File: src/rtl/seq_stage_ctrl_if.sv
// Handshake and status bundle between the Y86-64 sequencer and the fetch/memory stages.
// The slave modport is the sequencer's view; the master modport is the surrounding datapath.
interface seq_stage_ctrl_if #(
   parameter int unsigned CNT_W = 32
);
   logic             start_i;
   logic             instr_valid_i;
   logic             imem_error_i;
   logic [3:0]       icode_i;
   logic             dmem_ready_i;
   logic             dmem_error_i;
   logic             fetch_en_o;
   logic             decode_en_o;
   logic             execute_en_o;
   logic             mem_en_o;
   logic             wb_en_o;
   logic             pc_en_o;
   logic [2:0]       stat_o;
   logic             halted_o;
   logic [3:0]       state_o;
   logic [CNT_W-1:0] instr_cnt_o;

   modport slave (
      input  start_i, instr_valid_i, imem_error_i, icode_i, dmem_ready_i, dmem_error_i,
      output fetch_en_o, decode_en_o, execute_en_o, mem_en_o, wb_en_o, pc_en_o,
      output stat_o, halted_o, state_o, instr_cnt_o
   );

   modport master (
      output start_i, instr_valid_i, imem_error_i, icode_i, dmem_ready_i, dmem_error_i,
      input  fetch_en_o, decode_en_o, execute_en_o, mem_en_o, wb_en_o, pc_en_o,
      input  stat_o, halted_o, state_o, instr_cnt_o
   );
endinterface

File: src/rtl/seq_stage_ctrl.sv
// Multi-cycle Moore sequencer for the sequential Y86-64 core: walks each instruction through
// its stages, waits on memory handshakes with a timeout and reports AOK/HLT/ADR/INS status.
module seq_stage_ctrl #(
   parameter int unsigned MEM_TIMEOUT = 15,
   parameter int unsigned CNT_W       = 32
) (
   input  logic            clk_i,
   input  logic            rst_i,
   seq_stage_ctrl_if.slave ctrl_if
);

   typedef enum logic [3:0] {
      StIdle      = 4'd0,
      StFetch     = 4'd1,
      StDecode    = 4'd2,
      StExecute   = 4'd3,
      StMemory    = 4'd4,
      StWriteback = 4'd5,
      StPcUpd     = 4'd6,
      StHalt      = 4'd7,
      StErr       = 4'd8
   } state_e;

   localparam logic [2:0] StatAok = 3'd1;
   localparam logic [2:0] StatHlt = 3'd2;
   localparam logic [2:0] StatAdr = 3'd3;
   localparam logic [2:0] StatIns = 3'd4;

   state_e           state_q, state_d;
   logic [2:0]       stat_q, stat_d;
   logic [7:0]       wait_q, wait_d;
   logic [3:0]       icode_q, icode_d;
   logic [CNT_W-1:0] cnt_q, cnt_d;

   logic [8:0]       wait_inc;
   logic             wait_expired;
   logic             is_mem_op;
   logic             is_wb_op;

   assign wait_inc     = {1'b0, wait_q} + 9'd1;
   assign wait_expired = (wait_inc == 9'(MEM_TIMEOUT));

   // Classification uses the icode latched in FETCH, not the live bus value.
   always_comb begin
      is_mem_op = 1'b0;
      is_wb_op  = 1'b0;
      unique case (icode_q)
         4'h4, 4'h5, 4'h8, 4'h9, 4'hA, 4'hB: is_mem_op = 1'b1;
         4'h2, 4'h3, 4'h6:                   is_wb_op  = 1'b1;
         default: ;
      endcase
   end

   always_comb begin
      state_d = state_q;
      stat_d  = stat_q;
      icode_d = icode_q;
      cnt_d   = cnt_q;
      // Any transition clears the wait counter; only a waiting cycle overrides this.
      wait_d  = '0;
      unique case (state_q)
         StIdle: begin
            if (ctrl_if.start_i) begin
               state_d = StFetch;
            end
         end
         StFetch: begin
            if (ctrl_if.imem_error_i) begin
               state_d = StErr;
               stat_d  = StatAdr;
            end else if (ctrl_if.instr_valid_i) begin
               icode_d = ctrl_if.icode_i;
               if (ctrl_if.icode_i == 4'h0) begin
                  state_d = StHalt;
                  stat_d  = StatHlt;
               end else if (ctrl_if.icode_i > 4'hB) begin
                  state_d = StErr;
                  stat_d  = StatIns;
               end else begin
                  state_d = StDecode;
               end
            end else if (wait_expired) begin
               state_d = StErr;
               stat_d  = StatAdr;
            end else begin
               wait_d = wait_inc[7:0];
            end
         end
         StDecode: begin
            state_d = StExecute;
         end
         StExecute: begin
            if (is_mem_op) begin
               state_d = StMemory;
            end else if (is_wb_op) begin
               state_d = StWriteback;
            end else begin
               state_d = StPcUpd;
            end
         end
         StMemory: begin
            if (ctrl_if.dmem_error_i) begin
               state_d = StErr;
               stat_d  = StatAdr;
            end else if (ctrl_if.dmem_ready_i) begin
               // RMMOVQ stores only; every other memory op has a register to write.
               state_d = (icode_q == 4'h4) ? StPcUpd : StWriteback;
            end else if (wait_expired) begin
               state_d = StErr;
               stat_d  = StatAdr;
            end else begin
               wait_d = wait_inc[7:0];
            end
         end
         StWriteback: begin
            state_d = StPcUpd;
         end
         StPcUpd: begin
            cnt_d   = cnt_q + {{(CNT_W-1){1'b0}}, 1'b1};
            state_d = StFetch;
         end
         StHalt, StErr: ;
         default: begin
            state_d = StIdle;
         end
      endcase
   end

   always_ff @(posedge clk_i) begin
      if (rst_i) begin
         state_q <= StIdle;
         stat_q  <= StatAok;
         wait_q  <= '0;
         icode_q <= '0;
         cnt_q   <= '0;
      end else begin
         state_q <= state_d;
         stat_q  <= stat_d;
         wait_q  <= wait_d;
         icode_q <= icode_d;
         cnt_q   <= cnt_d;
      end
   end

   assign ctrl_if.fetch_en_o   = (state_q == StFetch);
   assign ctrl_if.decode_en_o  = (state_q == StDecode);
   assign ctrl_if.execute_en_o = (state_q == StExecute);
   assign ctrl_if.mem_en_o     = (state_q == StMemory);
   assign ctrl_if.wb_en_o      = (state_q == StWriteback);
   assign ctrl_if.pc_en_o      = (state_q == StPcUpd);
   assign ctrl_if.halted_o     = (state_q == StHalt) || (state_q == StErr);
   assign ctrl_if.stat_o       = stat_q;
   assign ctrl_if.state_o      = state_q;
   assign ctrl_if.instr_cnt_o  = cnt_q;

   a_enables_onehot0: assert property (@(posedge clk_i)
      $onehot0({ctrl_if.fetch_en_o, ctrl_if.decode_en_o, ctrl_if.execute_en_o,
                ctrl_if.mem_en_o, ctrl_if.wb_en_o, ctrl_if.pc_en_o}));

   a_halt_absorbing: assert property (@(posedge clk_i) disable iff (rst_i)
      ((state_q == StHalt) || (state_q == StErr)) |=> ($stable(state_q) && $stable(stat_q)));

endmodule

File: src/flat_wrapper.sv
// flat-port wrapper written by rule: the top's interface ports become plain ports
module seq_stage_ctrl_flat 
#(
   parameter int unsigned MEM_TIMEOUT = 15,
   parameter int unsigned CNT_W       = 32
)
  (clk_i, rst_i, ctrl_if_start_i, ctrl_if_instr_valid_i, ctrl_if_imem_error_i, ctrl_if_icode_i, ctrl_if_dmem_ready_i, ctrl_if_dmem_error_i, ctrl_if_fetch_en_o, ctrl_if_decode_en_o, ctrl_if_execute_en_o, ctrl_if_mem_en_o, ctrl_if_wb_en_o, ctrl_if_pc_en_o, ctrl_if_stat_o, ctrl_if_halted_o, ctrl_if_state_o, ctrl_if_instr_cnt_o);
  seq_stage_ctrl_if #(.CNT_W(CNT_W)) ctrl_if_i ();
  input  logic clk_i;
  input  logic rst_i;
  input wire logic [$bits(ctrl_if_i.start_i)-1:0] ctrl_if_start_i;
  input wire logic [$bits(ctrl_if_i.instr_valid_i)-1:0] ctrl_if_instr_valid_i;
  input wire logic [$bits(ctrl_if_i.imem_error_i)-1:0] ctrl_if_imem_error_i;
  input wire logic [$bits(ctrl_if_i.icode_i)-1:0] ctrl_if_icode_i;
  input wire logic [$bits(ctrl_if_i.dmem_ready_i)-1:0] ctrl_if_dmem_ready_i;
  input wire logic [$bits(ctrl_if_i.dmem_error_i)-1:0] ctrl_if_dmem_error_i;
  output wire logic [$bits(ctrl_if_i.fetch_en_o)-1:0] ctrl_if_fetch_en_o;
  output wire logic [$bits(ctrl_if_i.decode_en_o)-1:0] ctrl_if_decode_en_o;
  output wire logic [$bits(ctrl_if_i.execute_en_o)-1:0] ctrl_if_execute_en_o;
  output wire logic [$bits(ctrl_if_i.mem_en_o)-1:0] ctrl_if_mem_en_o;
  output wire logic [$bits(ctrl_if_i.wb_en_o)-1:0] ctrl_if_wb_en_o;
  output wire logic [$bits(ctrl_if_i.pc_en_o)-1:0] ctrl_if_pc_en_o;
  output wire logic [$bits(ctrl_if_i.stat_o)-1:0] ctrl_if_stat_o;
  output wire logic [$bits(ctrl_if_i.halted_o)-1:0] ctrl_if_halted_o;
  output wire logic [$bits(ctrl_if_i.state_o)-1:0] ctrl_if_state_o;
  output wire logic [$bits(ctrl_if_i.instr_cnt_o)-1:0] ctrl_if_instr_cnt_o;
  assign ctrl_if_i.start_i = ctrl_if_start_i;
  assign ctrl_if_i.instr_valid_i = ctrl_if_instr_valid_i;
  assign ctrl_if_i.imem_error_i = ctrl_if_imem_error_i;
  assign ctrl_if_i.icode_i = ctrl_if_icode_i;
  assign ctrl_if_i.dmem_ready_i = ctrl_if_dmem_ready_i;
  assign ctrl_if_i.dmem_error_i = ctrl_if_dmem_error_i;
  assign ctrl_if_fetch_en_o = ctrl_if_i.fetch_en_o;
  assign ctrl_if_decode_en_o = ctrl_if_i.decode_en_o;
  assign ctrl_if_execute_en_o = ctrl_if_i.execute_en_o;
  assign ctrl_if_mem_en_o = ctrl_if_i.mem_en_o;
  assign ctrl_if_wb_en_o = ctrl_if_i.wb_en_o;
  assign ctrl_if_pc_en_o = ctrl_if_i.pc_en_o;
  assign ctrl_if_stat_o = ctrl_if_i.stat_o;
  assign ctrl_if_halted_o = ctrl_if_i.halted_o;
  assign ctrl_if_state_o = ctrl_if_i.state_o;
  assign ctrl_if_instr_cnt_o = ctrl_if_i.instr_cnt_o;
  seq_stage_ctrl #(.MEM_TIMEOUT(MEM_TIMEOUT), .CNT_W(CNT_W)) u_core (.clk_i(clk_i), .rst_i(rst_i), .ctrl_if(ctrl_if_i));
endmodule
File: config.mk
export PLATFORM = sky130hd
export DESIGN_NAME = seq_stage_ctrl_flat
export DESIGN_NICKNAME = d
export VERILOG_FILES = /design/src/rtl/seq_stage_ctrl_if.sv /design/src/rtl/seq_stage_ctrl.sv /design/src/flat_wrapper.sv
export SDC_FILE = /design/constraint.sdc
export NUM_CORES = 1
export LEC_CHECK = 0
export ABC_CLOCK_PERIOD_IN_PS = 2600
export CAP_MARGIN = 20
export CORE_AREA = 2 2 80 82
export DETAILED_ROUTE_END_ITERATION = 6
export DIE_AREA = 0 0 82 84
export DONT_BUFFER_PORTS = 1
export GPL_TIMING_DRIVEN = 1
export PLACE_DENSITY = 0.6
export SLEW_MARGIN = 10
export SYNTH_ARGS = -nofsm -noshare
export SYNTH_HDL_FRONTEND = slang
export SYNTH_SLANG_ARGS = --single-unit
File: constraint.sdc
create_clock -name clk_i -period 2.6 [get_ports clk_i]
set_input_delay 0.52 -clock clk_i [delete_from_list [all_inputs] [get_ports clk_i]]
set_output_delay 0.52 -clock clk_i [all_outputs]
set_load 0.005 [all_outputs]
==> results.sh <==
export IMPL_slew_headroom=0.555
export IMPL_critPathLaunchType="flop"
export IMPL_finalCritPeriodShare=0.922
export IMPL_cp_cell_sequence="or4b_2 -> inv_1"
export IMPL_hp_class="primary input to flop"
export IMPL_worst_slew_pin_slew_ps=667
export IMPL_syn_num_nets=328
export IMPL_port_buffers=0
export IMPL_status="complete, no violations"
export IMPL_synth_edf_count=0
export IMPL_first_global_vias=2038
export IMPL_crit_type="flop to output pin"
export IMPL_syn_area_um2=2650
export IMPL_rsz0062_at_grt="no"
export IMPL_critPathBufInv=1
export IMPL_swShare=0.224
export IMPL_worst_setup_path_end_kind="output pin"
export IMPL_p_int_mw=1.11
export IMPL_grt_start_max_net_pins=49
export IMPL_cp_required_ps=2080
export IMPL_synth_area_top_cells="dfxtp_1 39%, xor2_1 8.9%, nor2_1 7.5%"
export IMPL_cp_slowest_cell="or4b_2"
export IMPL_synthCells=314
export IMPL_layout_common_cells="53 x nor2_1, 51 x dfxtp_1, 27 x xor2_1"
export IMPL_crit_path_max_fanout=13
export IMPL_ant_nets=0
export IMPL_synthToLayoutAreaGrowth_pct=6.19
export IMPL_synth_seq_cells=51
export IMPL_numCtsBuffers=5
export IMPL_met2_usage=0.262
export IMPL_fill_cells=621
export IMPL_rows=29
export IMPL_coreArea_um2=6100
export IMPL_vias=2148
export IMPL_slew_viol_final=0
export IMPL_seqPwrFrac=0.566
export IMPL_overflow=0
export IMPL_grt_util_met3=0.0887
export IMPL_die_w_um=82
export IMPL_leakage_nw=1.01
export IMPL_grt_pass1_wl_mm=9.72
export IMPL_p_per_area_nw_per_um2=508
export IMPL_htree_levels=2
export IMPL_fin_skew_ps=10.0
export IMPL_antenna_found_initial=0
export IMPL_cts_resized=0
export IMPL_final_common_cell="nor2_1"
export IMPL_power_switching_uw=319
export IMPL_diodes=0
export IMPL_cp_data_arrival_time_ps=1880
export IMPL_cap_violations=0
export IMPL_p_comb_frac=0.057
export IMPL_fmax_mhz=417
export IMPL_ir_drop_uv=184
export IMPL_yosysWarningCount=0
export IMPL_finalSetupViolations=0
export IMPL_clkLatencyLatePin_ps=300
export IMPL_cts_path_max_buffers=2
export IMPL_wl_mm=5.90
export IMPL_post_drt_wl_per_cell_um=15.3
export IMPL_track_usage=0.180
export IMPL_fin_crit_ps=2400
export IMPL_fin_nets=323
export IMPL_dp_cells=379
export IMPL_yosysSeqAreaShare=0.386
export IMPL_initial_core_util=0.434
export IMPL_io_pins=57
export IMPL_drcViolationCount=0
export IMPL_synth_largest_area_cell="dfxtp_1"
export IMPL_cts_setup_buffers=0
export IMPL_place_gp_congestion=0.833
export IMPL_synth_top_cell_area_share=0.386
export IMPL_clkPwrFrac=0.377
export IMPL_cts_root_buf="clkbuf_8"
export IMPL_finalHoldViolCount=0
export IMPL_cts_tree="done"
export IMPL_layout_drive_gt1_share=0.0615
export IMPL_die_area_um2=6890
export IMPL_dp_hpwl_mm=4.19
export IMPL_synth_ff_type="dfxtp_1"
export IMPL_gr_max_usage_layer="met2"
export IMPL_first_pass_iters=4
export IMPL_holdBufCountCts=0
export IMPL_fin_cells=386
export IMPL_viasPerCell=5.56
export IMPL_grt_met1_usage=0.239
export IMPL_synth_cell_types=52
export IMPL_critical_path_max_stage_delay_ps=750
export IMPL_syn_area_per_cell_um2=8.43
export IMPL_async_flop_share=0
export IMPL_crit_family="simple AND/OR/NAND/NOR gates"
export IMPL_drt_iter0_markers=223
export IMPL_die_h_um=84
export IMPL_clkSlewWorstSetupHoldPaths_ps=90
export IMPL_final_setup_tns_ps=0
export IMPL_cts_sinks=51
[area by class of cell]
type | instances | area [um2] | area share
Inverter | 5 | 18.8 | 0.00668
Sequential cell | 51 | 1020 | 0.363
Clock inverter | 2 | 37.5 | 0.0134
Tap cell | 77 | 96.3 | 0.0343
Timing Repair Buffer | 3 | 22.5 | 0.00801
Multi-Input combinational cell | 243 | 1550 | 0.550
Clock buffer | 5 | 68.8 | 0.0245
[flip-flops by register name (all words and copies together) (netlist names)]
name	count
u_core.ctrl_if.instr_cnt_o	32
u_core.ctrl_if.stat_o	3
u_core.ctrl_if.state_o	4
u_core.icode_q	4
u_core.wait_q	8
[layer usage]
| layer | vias to the layer above | share of wire |
|---|---|---|
| met4 | 0 | 0.0049 |
| met3 | 2 | 0.10 |
| met5 | - | 0 |
| li1 | 1082 | - |
| met1 | 1010 | 0.46 |
| met2 | 54 | 0.43 |
[through the flow]
step / power [mW] / worst slack (ps) / util / hold WS (ps) / cell area, um2
2_1_floorplan: 0.899 / 678 / - / 447 / 2650
3_3_place_gp: 0.907 / 457 / 0.444 / 470 / 2710
3_5_place_dp: 0.906 / 410 / 0.444 / 472 / 2710
4_1_cts: 1.45 / 214 / 0.461 / 270 / 2810
5_1_grt: 1.49 / 114 / 0.461 / 266 / 2810
6_report: 1.43 / 204 / 0.461 / 289 / 2810
[power by group through the flow]
stage                     registers (mW)  clock network, mW  logic [mW]
after floorplan                    0.815                  0      0.0848
after global placement             0.826                  0      0.0809
after detailed placement           0.826                  0      0.0803
after CTS                          0.808              0.560      0.0813
after global routing               0.811              0.589      0.0923
final                              0.808              0.538      0.0818
[kinds of logic after synthesis]
group,Yosys count,synth area share
AOI/OAI and AO/OA,35,0.0879
xor gates and xnor gates,36,0.119
adders and majority gates,3,0.0142
buffers and inverters,20,0.0326
DFF,51,0.386
muxes,6,0.0227
and+or+nand+nor,163,0.338
[path summary, 6_finish.rpt]
kind                                                end  slack (ps)  cells after the start                              startpoint
hold reg to reg             u_core.wait_q[0]$_SDFF_PP0_         480                      1             u_core.wait_q[0]$_SDFF_PP0_
setup reg to reg  u_core.ctrl_if.stat_o[2]$_SDFFE_PP0P_         380                      5  u_core.ctrl_if.state_o[2]$_SDFFE_PP0P_
hold / removal           u_core.icode_q[0]$_SDFFE_PP0P_         290                      1                                   rst_i
setup / recovery                       ctrl_if_mem_en_o         200                      2  u_core.ctrl_if.state_o[2]$_SDFFE_PP0P_
[Yosys cell counts, types with 3 or more instances]
master and n:
inv_1 5, ha_1 3, nor2_1 53, xnor2_1 9, nand4_1 13, or3_1 4, and2_1 3, nand2_1 25
o21ai_0 6, mux2i_1 6, nor2b_1 3, xor2_1 27, and4_1 5, clkbuf_1 10, dfxtp_1 51, o22ai_1 3
and3_1 8, nand2b_1 9, a21o_1 3, buf_2 3, nor3_1 12, a21oi_1 9, nand3_1 9
(Power assumes the default switching activity.)
